**src/rtl/mul_share_ctrl_if.sv**
```systemverilog
// Request/response bundle between the calculator front-end requesters and mul_share_ctrl.
// The slave modport is the controller side; master is the requester/consumer side.
interface mul_share_ctrl_if #(
  parameter int NUM_REQ = 4,
  parameter int ID_W    = 2
);
  logic [NUM_REQ-1:0]   req_valid;
  logic [NUM_REQ-1:0]   req_ready;
  logic [3*NUM_REQ-1:0] req_a;
  logic [3*NUM_REQ-1:0] req_b;
  logic                 rsp_valid;
  logic                 rsp_ready;
  logic [ID_W-1:0]      rsp_id;
  logic [4:0]           rsp_product;
  logic                 rsp_zero;

  modport slave (
    input  req_valid, req_a, req_b, rsp_ready,
    output req_ready, rsp_valid, rsp_id, rsp_product, rsp_zero
  );

  modport master (
    output req_valid, req_a, req_b, rsp_ready,
    input  req_ready, rsp_valid, rsp_id, rsp_product, rsp_zero
  );
endinterface

```
**src/rtl/mul_share_ctrl.sv**
```systemverilog
// Time-shares one sign-magnitude 3x3 multiplier between NUM_REQ requesters.
// Define MUL_SHARE_RR_EN for round-robin arbitration; otherwise lowest index wins.
//
// state | meaning
// IDLE  | waiting for a request; grant issued combinationally
// OPER  | operands registered on mul_a/mul_b, multiplier settling
// RESP  | product captured, holding rsp_* until rsp_ready
module mul_share_ctrl #(
  parameter int NUM_REQ = 4,
  parameter int ID_W    = 2
) (
  input  logic                 clk,
  input  logic                 rst,
  mul_share_ctrl_if.slave      bus,
  output logic [2:0]           mul_a,
  output logic [2:0]           mul_b,
  input  logic [4:0]           mul_product,
  input  logic                 mul_zero,
  output logic                 busy
);

  typedef enum logic [1:0] {IDLE, OPER, RESP} state_t;

  state_t             state_q, state_d;
  logic [2:0]         mul_a_q, mul_a_d;
  logic [2:0]         mul_b_q, mul_b_d;
  logic [ID_W-1:0]    rsp_id_q, rsp_id_d;
  logic [4:0]         rsp_product_q, rsp_product_d;
  logic               rsp_zero_q, rsp_zero_d;
  logic               rsp_valid_q, rsp_valid_d;

  logic [NUM_REQ-1:0] rot_valid;
  logic               gnt_found;
  logic [ID_W-1:0]    gnt_idx;
  logic               grant_en;
  logic [NUM_REQ-1:0] grant_vec;
  logic [2:0]         sel_a, sel_b;
  int                 scan;

`ifdef MUL_SHARE_RR_EN
  logic [ID_W-1:0]      ptr_q, ptr_d;
  logic [2*NUM_REQ-1:0] dbl_valid;
`endif

  // Rotate the request vector so that bit 0 is the requester at ptr; the first
  // set bit then maps back to (ptr + k) mod NUM_REQ.
  always_comb begin
    gnt_found = 1'b0;
    gnt_idx   = '0;
    scan      = 0;
`ifdef MUL_SHARE_RR_EN
    dbl_valid = {bus.req_valid, bus.req_valid} >> ptr_q;
    rot_valid = dbl_valid[NUM_REQ-1:0];
`else
    rot_valid = bus.req_valid;
`endif
    for (int k = 0; k < NUM_REQ; k++) begin
      if (!gnt_found && rot_valid[k]) begin
        gnt_found = 1'b1;
`ifdef MUL_SHARE_RR_EN
        scan = int'(ptr_q) + k;
        if (scan >= NUM_REQ) scan = scan - NUM_REQ;
`else
        scan = k;
`endif
        gnt_idx = ID_W'(scan);
      end
    end
  end

  assign grant_en = (state_q == IDLE) && gnt_found && !rst;

  always_comb begin
    grant_vec = '0;
    sel_a     = '0;
    sel_b     = '0;
    for (int k = 0; k < NUM_REQ; k++) begin
      if (int'(gnt_idx) == k) begin
        grant_vec[k] = grant_en;
        sel_a        = bus.req_a[3*k +: 3];
        sel_b        = bus.req_b[3*k +: 3];
      end
    end
  end

  always_comb begin
    state_d       = state_q;
    mul_a_d       = mul_a_q;
    mul_b_d       = mul_b_q;
    rsp_id_d      = rsp_id_q;
    rsp_product_d = rsp_product_q;
    rsp_zero_d    = rsp_zero_q;
    rsp_valid_d   = rsp_valid_q;
`ifdef MUL_SHARE_RR_EN
    ptr_d         = ptr_q;
`endif
    case (state_q)
      IDLE: begin
        if (gnt_found) begin
          mul_a_d  = sel_a;
          mul_b_d  = sel_b;
          rsp_id_d = gnt_idx;
          state_d  = OPER;
`ifdef MUL_SHARE_RR_EN
          ptr_d    = (gnt_idx == ID_W'(NUM_REQ-1)) ? '0 : gnt_idx + ID_W'(1);
`endif
        end
      end
      OPER: begin
        rsp_product_d = mul_product;
        rsp_zero_d    = mul_zero;
        rsp_valid_d   = 1'b1;
        state_d       = RESP;
      end
      RESP: begin
        if (bus.rsp_ready) begin
          rsp_valid_d = 1'b0;
          state_d     = IDLE;
        end
      end
      default: state_d = IDLE;
    endcase
  end

  always_ff @(posedge clk) begin
    if (rst) begin
      state_q       <= IDLE;
      mul_a_q       <= '0;
      mul_b_q       <= '0;
      rsp_id_q      <= '0;
      rsp_product_q <= '0;
      rsp_zero_q    <= 1'b0;
      rsp_valid_q   <= 1'b0;
`ifdef MUL_SHARE_RR_EN
      ptr_q         <= '0;
`endif
    end else begin
      state_q       <= state_d;
      mul_a_q       <= mul_a_d;
      mul_b_q       <= mul_b_d;
      rsp_id_q      <= rsp_id_d;
      rsp_product_q <= rsp_product_d;
      rsp_zero_q    <= rsp_zero_d;
      rsp_valid_q   <= rsp_valid_d;
`ifdef MUL_SHARE_RR_EN
      ptr_q         <= ptr_d;
`endif
    end
  end

  assign bus.req_ready   = grant_vec;
  assign bus.rsp_valid   = rsp_valid_q;
  assign bus.rsp_id      = rsp_id_q;
  assign bus.rsp_product = rsp_product_q;
  assign bus.rsp_zero    = rsp_zero_q;
  assign mul_a           = mul_a_q;
  assign mul_b           = mul_b_q;
  assign busy            = (state_q != IDLE) && !rst;

endmodule

```
**src/flat_wrapper.sv**
```systemverilog
// flat-port wrapper written by rule: the top's interface ports become plain ports
module mul_share_ctrl_flat 
#(
  parameter int NUM_REQ = 4,
  parameter int ID_W    = 2
)
  (clk, rst, mul_a, mul_b, mul_product, mul_zero, busy, bus_req_valid, bus_req_a, bus_req_b, bus_rsp_ready, bus_req_ready, bus_rsp_valid, bus_rsp_id, bus_rsp_product, bus_rsp_zero);
  mul_share_ctrl_if #(.NUM_REQ(NUM_REQ), .ID_W(ID_W)) bus_i ();
  input  logic clk;
  input  logic rst;
  output logic [2:0] mul_a;
  output logic [2:0] mul_b;
  input  logic [4:0] mul_product;
  input  logic mul_zero;
  output logic busy;
  input wire logic [$bits(bus_i.req_valid)-1:0] bus_req_valid;
  input wire logic [$bits(bus_i.req_a)-1:0] bus_req_a;
  input wire logic [$bits(bus_i.req_b)-1:0] bus_req_b;
  input wire logic [$bits(bus_i.rsp_ready)-1:0] bus_rsp_ready;
  output wire logic [$bits(bus_i.req_ready)-1:0] bus_req_ready;
  output wire logic [$bits(bus_i.rsp_valid)-1:0] bus_rsp_valid;
  output wire logic [$bits(bus_i.rsp_id)-1:0] bus_rsp_id;
  output wire logic [$bits(bus_i.rsp_product)-1:0] bus_rsp_product;
  output wire logic [$bits(bus_i.rsp_zero)-1:0] bus_rsp_zero;
  assign bus_i.req_valid = bus_req_valid;
  assign bus_i.req_a = bus_req_a;
  assign bus_i.req_b = bus_req_b;
  assign bus_i.rsp_ready = bus_rsp_ready;
  assign bus_req_ready = bus_i.req_ready;
  assign bus_rsp_valid = bus_i.rsp_valid;
  assign bus_rsp_id = bus_i.rsp_id;
  assign bus_rsp_product = bus_i.rsp_product;
  assign bus_rsp_zero = bus_i.rsp_zero;
  mul_share_ctrl #(.NUM_REQ(NUM_REQ), .ID_W(ID_W)) u_core (.clk(clk), .rst(rst), .bus(bus_i), .mul_a(mul_a), .mul_b(mul_b), .mul_product(mul_product), .mul_zero(mul_zero), .busy(busy));
endmodule
```
**config.mk**
```make
export PLATFORM = sky130hd
export DESIGN_NAME = mul_share_ctrl_flat
export DESIGN_NICKNAME = d
export VERILOG_FILES = /design/src/rtl/mul_share_ctrl_if.sv /design/src/rtl/mul_share_ctrl.sv /design/src/flat_wrapper.sv
export SDC_FILE = /design/constraint.sdc
export NUM_CORES = 1
export LEC_CHECK = 0
export BUFFER_PORTS_ARGS = -buffer_cell sky130_fd_sc_hd__buf_2
export CAP_MARGIN = 25
export CELL_PAD_IN_SITES_DETAIL_PLACEMENT = 0
export CELL_PAD_IN_SITES_GLOBAL_PLACEMENT = 1
export CORE_AREA = 2 2 54 67
export CTS_CLUSTER_SIZE = 14
export DETAILED_ROUTE_END_ITERATION = 7
export DIE_AREA = 0 0 56 69
export GPL_ROUTABILITY_DRIVEN = 0
export PLACE_DENSITY_LB_ADDON = 0.1
export SKIP_CTS_REPAIR_TIMING = 1
export SLEW_MARGIN = 20
export SYNTH_ARGS = -nofsm -noshare
export SYNTH_HDL_FRONTEND = slang
export SYNTH_SLANG_ARGS = --single-unit
```
**constraint.sdc**
```tcl
create_clock -name clk -period 2.56 [get_ports clk]
set_input_delay 0 -clock clk [delete_from_list [all_inputs] [get_ports clk]]
set_output_delay 0 -clock clk [all_outputs]
set_load 0.005 [all_outputs]
```
==> implementation parameters, run 1 <==
Parameter                              Value

Floorplan
  Die ar.    0.003864 mm²
  Core region area    around 0.0032 mm²
  Vertical die dimension    69 µm
  Number of placement rows    23
  Starting density of the core    between 20% and 30%
  Top-Level Pins    57
  Die width    between 50 and 60 µm

Drt
  Count of nets left with antenna violations after detail routing    0
  DR iter-0 viols    30
  DR DRC count    0
  Length of the first detailed-routing pass in iterations    4
  Top Metal Used    met4
  Routed length per instance    12.79 µm
  Routed length on met1    approximately 1200 µm
  Total number of vias    1014
  Vias per inst    4.899
  Met2 wire len    between 1000 and 1500 µm
  Detail Route met3 WL    ~190 µm
  Total wire length after detailed routing    approximately 2600 µm

Yosys
  Average cell area after synthesis    8.186 µm²
  Area share of the largest cell type after synthesis    35.23%
  Most used DFF post-synth    sky130_fd_sc_hd__dfxtp_1
  Number of standard cells after synthesis    ~120
  Main area contributors after synthesis    sky130_fd_sc_hd__dfxtp_1 35%, sky130_fd_sc_hd__nor2_1 6.6%, sky130_fd_sc_hd__mux2i_1 6.2%
  Yosys synthesis warning count    0
  Sequential-to-total area share from yosys stat    about a third
  Post-Synthesis Net Count    approximately 160
  Area of the mapped netlist    ~970 µm²
  Async SR Flop Fraction    0%
  Number of flops mapped to enable cells by yosys    0
  Leading area contributor after synthesis    sky130_fd_sc_hd__dfxtp_1
  Total of flip-flops plus latches after synthesis    17
  Count of different cell masters after synthesis    30

Setup path
  Data required time of the critical path    approximately 2.7 ns
  Cell depth of the worst flop-to-flop path    3
  Worst setup path class    register to register
  Data arrival, critical path    between 1.5 and 2 ns
  Critical R2R Capture    u_core.mul_b[1]$_SDFFE_PP0N_
  Launching instance or port of the critical path    u_core.state_q[1]$_SDFFE_PP0P_
  Crit start category    register
  Category of the worst setup path capture point    register
  Largest fanout on the critical path    15
  R2R Path Start    u_core.state_q[1]$_SDFFE_PP0P_
  Worst reg2reg setup slack    0.92 ns
  Last element of the critical path    u_core.mul_b[1]$_SDFFE_PP0N_

Outcome
  Violated checks    hold timing
  Run status    complete, but fails checks

CTS
  Clock insertion delay at the later pin of the skew report    between 0.2 and 0.3 ns
  Total number of H-tree levels    1
  Clock-pin slew on the worst setup and hold paths    about 0.070 ns
  CTS Root Buffer Type    sky130_fd_sc_hd__clkbuf_8
  Clock sink total    17
  Maximum clock insertion buffer count    2
  TritonCTS clock tree    built
  Total CTS buffers    3

Pwr
  Combinational share of power    approximately a quarter
  Power Internal    485.7 µW
  Net switching component of the power    197.1 µW
  Proportion of power drawn by the clock network    between 20% and 30%
  Total power    between 600 and 700 µW
  Share of total power consumed by net switching    roughly 29%
  Worst vdd ir    about 0.36 mV
  Flop pwr share    between 40% and 50%
  Power density cells    roughly 530 mW/mm²
  Reported leakage power    0.5981 nW

Global route
  Pin count of the biggest net entering global routing    23
  Total Routing Usage GR    13.19%
  Total congestion overflow after global routing    0
  First-pass GRT wire length    approximately 4200 µm
  Vias in the first global route    ~970
  Number of antenna violations at the first check in global routing    0

Cells and area
  Non-filler cells in the finished layout    207
  Most common cell after layout, fill and taps aside    sky130_fd_sc_hd__buf_2
  Post-layout instance area    between 0.001 and 0.0015 mm²
  Area growth from synthesis to final layout    33.29%
  Layout Nets    between 200 and 250
  Fraction of final layout cells with drive strength greater than 1    between 30% and 40%
  Antenna diode count    0
  Most frequent cells in the layout    56 x sky130_fd_sc_hd__buf_2, 17 x sky130_fd_sc_hd__nor2_1, 17 x sky130_fd_sc_hd__dfxtp_1

Hold path
  Path category of the worst min-delay check    input pin to register

Timing
  Setup violators final    0
  Number of pins with negative max-slew slack in the final report    0
  Crit path time final    around 1.6 ns
  Slew headroom    a little under half
  Highest clock frequency the design can meet    between 0.6 and 0.7 GHz
  Final period utilization    between 60% and 70%
  Tightest hold margin    -0.02169 ns
  Slew at the pin closest to its max-slew limit    between 0.7 and 0.8 ns
  RSZ-0062 raised after global routing    no
  Setup TNS after final layout    0 ns
  Final Skew    between 0.0008 and 0.0009 ns
  Final count of hold timing violations    5

Place
  Post-place instance area    between 0.001 and 0.0015 mm²
  Cell total after placement    between 200 and 250
  Detailed Place HPWL    around 2000 µm
  Number of buffer cells added on primary ports    56

Job
  Max Cap Viol    0
-- cell usage after synthesis (4+ instances only) --
cell,instances
sky130_fd_sc_hd__a21oi_1,4
sky130_fd_sc_hd__and2_1,5
sky130_fd_sc_hd__buf_2,4
sky130_fd_sc_hd__dfxtp_1,17
sky130_fd_sc_hd__mux2i_1,6
sky130_fd_sc_hd__nand2_1,8
sky130_fd_sc_hd__nand2b_1,7
sky130_fd_sc_hd__nor2_1,17
sky130_fd_sc_hd__nor2b_1,4
sky130_fd_sc_hd__o21ai_0,8
-- worst min-delay path by stage --
stage / start / to / slack, ns / cells after the start
after floorplan: mul_product[0] / u_core.bus.rsp_product[0]$_SDFFE_PP0P_ / 0.15 / 2
after global placement: mul_product[1] / u_core.bus.rsp_product[1]$_SDFFE_PP0P_ / 0.23 / 3
after detailed placement: mul_product[2] / u_core.bus.rsp_product[2]$_SDFFE_PP0P_ / 0.25 / 3
after CTS: mul_product[0] / u_core.bus.rsp_product[0]$_SDFFE_PP0P_ / -0.02 / 3
after global routing: mul_zero / u_core.bus.rsp_zero$_SDFFE_PP0P_ / 0.00005 / 3
final: mul_product[2] / u_core.bus.rsp_product[2]$_SDFFE_PP0P_ / -0.02 / 3
-- area by class of cell --
class / instances / area [µm²]
clock buffers: 3 / 41.29
clock inverters: 1 / 5.005
fillers: 360 / 1936
inverters: 2 / 7.507
multi-input cells: 90 / 556.8
flip-flops and latches: 17 / 340.3
well taps: 37 / 46.29
repair buffers: 57 / 290.3
-- stage by stage --
| stage | hold WS (ns) | utilization [%] | worst slack [ns] |
|---|---|---|---|
| global route | 0.00004964 | 39.95 | 0.8002 |
| detailed placement | 0.2483 | 38.20 | 0.9139 |
| CTS | -0.02353 | 39.64 | 0.8921 |
| finish | -0.02169 | 39.95 | 0.9195 |
| global placement | 0.2342 | 38.20 | 1.014 |
| floorplan | 0.1472 | - | 1.418 |
-- critical path: stages (launching register included) --
cell and delay [ns]:
sky130_fd_sc_hd__dfxtp_1 0.38, sky130_fd_sc_hd__nor3_2 0.70, sky130_fd_sc_hd__o21ai_0 0.20, sky130_fd_sc_hd__o32ai_1 0.26
-- state kept, by name, indices dropped and copies added, names as in the netlist --
| register | cells |
|---|---|
| u_core.state_q | 2 |
| u_core.bus.rsp_id | 2 |
| u_core.mul_a | 3 |
| u_core.bus.rsp_zero | 1 |
| u_core.bus.rsp_product | 5 |
| u_core.bus.rsp_valid | 1 |
| u_core.mul_b | 3 |
-- power groups by stage --
stage	clock network (mW)	logic (mW)	registers [mW]
after floorplan	0	0.107	0.315
after global placement	0	0.170	0.313
after detailed placement	0	0.174	0.314
after CTS	0.208	0.174	0.309
after global routing	0.219	0.192	0.312
final	0.203	0.171	0.309
-- metal layers --
metal  vias to the layer above  global-route usage [%]
met5                         -                       0
met4                         0                   4.762
met3                         5                   3.002
met2                        36                   22.22
met1                       452                   16.21
li1                        521                       -
-- cells by family (layout without fill, tap and decap cells) --
group | after synthesis | count (layout) | share of synthesized area [%]
buffers and inverters | 11 | 63 | 7.124
DFF | 17 | 17 | 35.23
and+or+nand+nor | 53 | 53 | 29.40
AOI/OAI and AO/OA | 31 | 31 | 22.02
muxes | 6 | 6 | 6.218
(Power assumes the default switching activity.)
==> run 2: changes to the inputs <==
--- a/config.mk
+++ b/config.mk
@@ -9,10 +9,10 @@
 export CAP_MARGIN = 25
 export CELL_PAD_IN_SITES_DETAIL_PLACEMENT = 0
 export CELL_PAD_IN_SITES_GLOBAL_PLACEMENT = 1
-export CORE_AREA = 2 2 54 67
+export CORE_AREA = 2 2 59 72
 export CTS_CLUSTER_SIZE = 14
 export DETAILED_ROUTE_END_ITERATION = 7
-export DIE_AREA = 0 0 56 69
+export DIE_AREA = 0 0 61 74
 export GPL_ROUTABILITY_DRIVEN = 0
 export PLACE_DENSITY_LB_ADDON = 0.1
 export SKIP_CTS_REPAIR_TIMING = 1
==> constraint.sdc (replaced) <==
create_clock -name clk -period 1.4 [get_ports clk]
set_input_delay 0 -clock clk [delete_from_list [all_inputs] [get_ports clk]]
set_output_delay 0 -clock clk [all_outputs]
set_load 0.005 [all_outputs]
==> run 2 against run 1 <==
Sequential cell count unchanged. The flow still finishes with violations (hold timing). Cell area is 4.3% higher. Via count up 2.1%. Critical endpoint is now bus_req_ready[2].
==> implementation parameters, run 2 (same netlist as run 1, synthesis figures left out) <==
Parameter                              Value

Pwr
  Power density cells    941.2 mW/mm² (+77%)
  Worst vdd ir    0.4611 mV (+28%)
  Reported leakage power    0.6168 nW (+3.1%)

CTS
  Clock-pin slew on the worst setup and hold paths    0.07 ns (about the same)
  TritonCTS clock tree    built
  Total number of H-tree levels    1 (unchanged)
  Total CTS buffers    3 (unchanged)
  Maximum clock insertion buffer count    2 (unchanged)
  CTS Root Buffer Type    sky130_fd_sc_hd__clkbuf_8
  Clock sink total    17 (unchanged)
  Clock insertion delay at the later pin of the skew report    0.25 ns (about the same)

Setup path
  Count of buffer and inverter cells on the critical path    1 (+1)
  Data arrival, critical path    1.22 ns (-0.58 ns)
  Data required time of the critical path    1.40 ns (-1.32 ns)
  Category of the worst setup path capture point    output pin
  Crit path max-delay family    simple AND/OR/NAND/NOR gates
  Crit start category    register
  Launching instance or port of the critical path    u_core.state_q[1]$_SDFFE_PP0P_
  R2R Path Start    u_core.state_q[0]$_SDFFE_PP0P_
  Largest fanout on the critical path    8 (-7)
  CP max stage cell    sky130_fd_sc_hd__dfxtp_1
  Worst setup path class    register to output pin
  Max stage delay on crit path    0.39 ns (-0.31 ns)
  Cell chain of the critical path    nor3_2, and3_1, buf_2

Global route
  Pin count of the biggest net entering global routing    23 (unchanged)
  Vias in the first global route    958 (-1.0%)
  Total Routing Usage GR    11.97% (-1.2 points)
  Total congestion overflow after global routing    0 (unchanged)
  First-pass GRT wire length    4174 µm (-1.6%)
  Number of antenna violations at the first check in global routing    0 (unchanged)

Cells and area
  Max reg flops    5 (unchanged)
  Share of the core filled with cells in the final layout    34.89% (-5.1 points)
  Fraction of final layout cells with drive strength greater than 1    38.51% (+1.4 points)
  Layout Nets    212 (+1.9%)
  Area growth from synthesis to final layout    38.99%
  Non-filler cells in the finished layout    228 (+10%)
  Most frequent cells in the layout    56 x sky130_fd_sc_hd__buf_2, 17 x sky130_fd_sc_hd__nor2_1, 17 x sky130_fd_sc_hd__dfxtp_1
  Antenna diode count    0 (unchanged)
  Most common cell after layout, fill and taps aside    sky130_fd_sc_hd__buf_2

Floorplan
  Vertical die dimension    74 µm (+7.2%)
  Die ar.    0.004514 mm² (+17%)
  Starting density of the core    25.11% (-4.9 points)
  Number of placement rows    25 (+8.7%)
  Top-Level Pins    57 (unchanged)
  Core region area    0.003847 mm² (+19%)
  Die width    61 µm (+8.9%)

Timing
  Slew at the pin closest to its max-slew limit    0.4384 ns (-0.3602 ns)
  Setup violators final    0 (unchanged)
  Final Skew    0.001840 ns (+0.001021 ns)
  Slew headroom    70.46% (+24 points)
  Setup TNS after final layout    0 ns (unchanged)
  Crit path time final    around 1.2 ns
  Final count of hold timing violations    4 (-1)
  RSZ-0062 raised after global routing    no
  Highest clock frequency the design can meet    a little over 0.8 GHz
  Final period utilization    slightly below 90%
  Number of pins with negative max-slew slack in the final report    0 (unchanged)
  Tightest hold margin    -0.01607 ns (+0.005625 ns)

Drt
  DR iter-0 viols    78 (+160%)
  Total number of vias    1035 (+2.1%)
  DR DRC count    0 (unchanged)
  Length of the first detailed-routing pass in iterations    4 (unchanged)
  Count of nets left with antenna violations after detail routing    0 (unchanged)
  Routed length per instance    11.47 µm (-10%)
  Total wire length after detailed routing    2615 µm (-1.2%)
  Vias per inst    4.539 (-7.3%)

Place
  Cell total after placement    223 (+10%)
  Detailed Place HPWL    2074 µm (+3.2%)
  Number of buffer cells added on primary ports    56 (unchanged)

Hold path
  Beginning of the worst hold path    mul_product[2]
  Path category of the worst min-delay check    input pin to register

Job
  Max Cap Viol    0 (unchanged)

Outcome
  Run status    complete, but fails checks
  Violated checks    hold timing
## run 2: metrics by stage
step	hold slack, ns	cell area (µm²)	total power, mW	setup slack, ns
floorplan	0.1472	965.9	0.7726	0.2585
global placement	0.2347	1282	0.9068	0.2012
detailed placement	0.2449	1282	0.9095	0.1906
CTS	-0.02060	1328	1.281	0.05480
global route	0.008180	1343	1.346	0.03367
finish	-0.01607	1343	1.264	0.1817
## run 2: layout make-up
type	count	area, µm²
well taps	54	67.56
inverters	2	7.507
multi-input cells	90	561.8
flip-flops and latches	17	340.3
clock buffers	4	45.04
repair buffers	61	320.3
fillers	430	2505
## run 2: tightest hold or removal path, cell delays in order
cell                      delay [ns]
sky130_fd_sc_hd__buf_2          0.08
sky130_fd_sc_hd__mux2i_1        0.05
sky130_fd_sc_hd__nor2_1         0.07
## run 2: path summary, 6_finish.rpt
path / endpoint / slack, ns / cells past startpoint
max: bus_req_ready[2] / 0.18 / 3
min: u_core.bus.rsp_product[2]$_SDFFE_PP0P_ / -0.02 / 3
max reg2reg: u_core.bus.rsp_zero$_SDFFE_PP0P_ / 0.21 / 4
min reg2reg: u_core.bus.rsp_id[0]$_SDFFE_PP0N_ / 0.47 / 2
## run 2: power by group
group          switching, mW  internal [mW]  leakage [nW]  total [mW]
combinational          0.157          0.176         0.454       0.333
clock                  0.164          0.202        0.0228       0.366
sequential            0.0323          0.532         0.140       0.565
total                  0.354          0.910         0.617        1.26
## run 2: layer usage
| metal | track usage, % | up-vias | part of all wire, % |
|---|---|---|---|
| li1 | - | 531 | - |
| met1 | 15.25 | 458 | 45 |
| met2 | 19.35 | 42 | 44 |
| met3 | 2.609 | 4 | 9.1 |
| met4 | 5.072 | 0 | 1.3 |
| met5 | 0 | - | 0 |
==> run 3: changes to the inputs <==
--- a/config.mk
+++ b/config.mk
@@ -9,11 +9,10 @@
 export CAP_MARGIN = 25
 export CELL_PAD_IN_SITES_DETAIL_PLACEMENT = 0
 export CELL_PAD_IN_SITES_GLOBAL_PLACEMENT = 1
-export CORE_AREA = 2 2 59 72
+export CORE_AREA = 2 2 56 69
 export CTS_CLUSTER_SIZE = 14
 export DETAILED_ROUTE_END_ITERATION = 7
-export DIE_AREA = 0 0 61 74
-export GPL_ROUTABILITY_DRIVEN = 0
+export DIE_AREA = 0 0 58 71
 export PLACE_DENSITY_LB_ADDON = 0.1
 export SKIP_CTS_REPAIR_TIMING = 1
 export SLEW_MARGIN = 20
==> constraint.sdc (replaced) <==
create_clock -name clk -period 1.16 [get_ports clk]
set_input_delay 0 -clock clk [delete_from_list [all_inputs] [get_ports clk]]
set_output_delay 0 -clock clk [all_outputs]
set_load 0.005 [all_outputs]
==> run 3 against run 2 <==
The run still ends with hold timing left. Via count is 5.8% higher. Worst hold slack better by 0.00060 ns. Highest routed layer unchanged. Clock skew hardly changed. Non-clock buffer count is 12 higher. Combinational power is 54% higher.
==> implementation parameters, run 3 (same netlist as run 1, synthesis figures left out) <==
Parameter                              Value

Outcome
  Run status    complete, but fails checks
  Violated checks    hold timing

Timing
  Crit path time final    between 1 and 1.5 ns
  Setup TNS after final layout    0 ns (unchanged)
  Tightest hold margin    -0.01546 ns (+0.0006040 ns)
  Setup violators final    0 (unchanged)
  Final Skew    0.001484 ns (-0.0003567 ns)
  Number of pins with negative max-slew slack in the final report    0 (unchanged)
  Final worst setup slack    0.01083 ns (-0.1709 ns)
  RSZ-0062 raised after global routing    yes
  Highest clock frequency the design can meet    between 0.8 and 0.9 GHz
  Final period utilization    about 99%
  Slew headroom    68.54% (-1.9 points)
  Slew at the pin closest to its max-slew limit    0.4669 ns (+0.02847 ns)
  Final count of hold timing violations    4 (unchanged)

Setup path
  Data arrival, critical path    1.31 ns (+0.09 ns)
  Worst reg2reg setup slack    0.01 ns (-0.20 ns)
  Largest fanout on the critical path    6 (-2)
  Crit start category    register
  Category of the worst setup path capture point    register
  Worst setup path class    register to register
  Data required time of the critical path    1.32 ns (-0.08 ns)

CTS
  Maximum clock insertion buffer count    2 (unchanged)
  Clock sink total    17 (unchanged)
  Total CTS buffers    3 (unchanged)
  Total number of H-tree levels    1 (unchanged)
  TritonCTS clock tree    built
  Clock-pin slew on the worst setup and hold paths    0.07 ns (about the same)
  Clock insertion delay at the later pin of the skew report    0.25 ns (about the same)
  CTS Root Buffer Type    sky130_fd_sc_hd__clkbuf_8

Floorplan
  Core region area    0.003483 mm² (-9.5%)
  Starting density of the core    27.73% (+2.6 points)
  Top-Level Pins    57 (unchanged)
  Vertical die dimension    71 µm (-4.1%)
  Die width    58 µm (-4.9%)
  Die ar.    0.004118 mm² (-8.8%)
  Number of placement rows    24 (-4.0%)

Drt
  Length of the first detailed-routing pass in iterations    4 (unchanged)
  Vias per inst    4.867 (+7.2%)
  DR DRC count    0 (unchanged)
  Count of nets left with antenna violations after detail routing    0 (unchanged)
  Routed length per instance    12.07 µm (+5.2%)
  Total wire length after detailed routing    2716 µm (+3.9%)
  DR iter-0 viols    25 (-68%)
  Total number of vias    1095 (+5.8%)

Cells and area
  Share of the core filled with cells in the final layout    42.64% (+7.7 points)
  Antenna diode count    0 (unchanged)
  Most frequent cells in the layout    57 x sky130_fd_sc_hd__buf_2, 15 x sky130_fd_sc_hd__dfxtp_1, 14 x sky130_fd_sc_hd__nor2_1
  Max reg flops    5 (unchanged)
  Area growth from synthesis to final layout    53.76%
  Most common cell after layout, fill and taps aside    sky130_fd_sc_hd__buf_2
  Filler cell count in the final layout    376 (-13%)
  Non-filler cells in the finished layout    225 (-1.3%)
  Layout Nets    224 (+5.7%)
  Fraction of final layout cells with drive strength greater than 1    48.92% (+10 points)
  Post-layout instance area    0.001485 mm² (+11%)

Hold path
  Path category of the worst min-delay check    input pin to register

Global route
  Total congestion overflow after global routing    0 (unchanged)
  Number of antenna violations at the first check in global routing    0 (unchanged)
  Vias in the first global route    994 (+3.8%)
  First-pass GRT wire length    4202 µm (+0.67%)
  Total Routing Usage GR    12.80% (+0.82 points)
  Pin count of the biggest net entering global routing    16 (-30%)

Place
  Detailed Place HPWL    2097 µm (+1.1%)
  Cell total after placement    217 (-2.7%)
  Placer's final routability congestion estimate    0.7316
  Number of buffer cells added on primary ports    56 (unchanged)
  Pre-CTS setup slack    0.005971 ns (-0.1846 ns)
  Post-place instance area    0.001331 mm² (+3.8%)

Pwr
  Total power    1.639 mW (+30%)
  Power density cells    1104 mW/mm² (+17%)
  Reported leakage power    0.6920 nW (+12%)
  Worst vdd ir    0.8225 mV (+78%)

Job
  Max Cap Viol    0 (unchanged)
-- run 3: per-layer routing --
metal	wire [µm]	vias to the layer above	part of all wire, %	GRT usage (%)
met3	203	4	7.5	2.559
met5	0	-	0	0
met1	1207	492	44	16.27
met2	1277	41	47	21.21
met4	27	0	0.99	4.651
li1	-	558	-	-
-- run 3: final timing paths --
| check | start | end | depth (start not counted) |
|---|---|---|---|
| min | mul_product[3] | u_core.bus.rsp_product[3]$_SDFFE_PP0P_ | 3 |
| max reg2reg | u_core.state_q[0]$_SDFFE_PP0P_ | u_core.mul_b[0]$_SDFFE_PP0N_ | 4 |
| max | u_core.state_q[0]$_SDFFE_PP0P_ | u_core.mul_b[0]$_SDFFE_PP0N_ | 4 |
| min reg2reg | u_core.bus.rsp_id[0]$_SDFFE_PP0N_ | u_core.bus.rsp_id[0]$_SDFFE_PP0N_ | 2 |
-- run 3: layout make-up --
class	instances	area [µm²]	share of cell area [%]
sequential	17	345.3	23.25
inverter	2	7.507	0.5055
timing repair buffer	73	415.4	27.97
multi-input combinational	90	621.8	41.87
clock buffer	3	41.29	2.780
clock inverter	1	5.005	0.3370
tap	39	48.80	3.286
-- run 3: critical path: stages (launching register included) --
cell and delay, ns:
sky130_fd_sc_hd__dfxtp_4 0.37, sky130_fd_sc_hd__nor3_4 0.25, sky130_fd_sc_hd__buf_6 0.16, sky130_fd_sc_hd__o21ai_2 0.05
sky130_fd_sc_hd__o32ai_2 0.23
-- run 3: where the power goes --
group	switching, mW	total, mW	leakage, nW	internal (mW)
clock	0.199	0.437	0.0255	0.238
combinational	0.229	0.513	0.526	0.284
sequential	0.0454	0.690	0.141	0.644
total	0.473	1.64	0.692	1.17
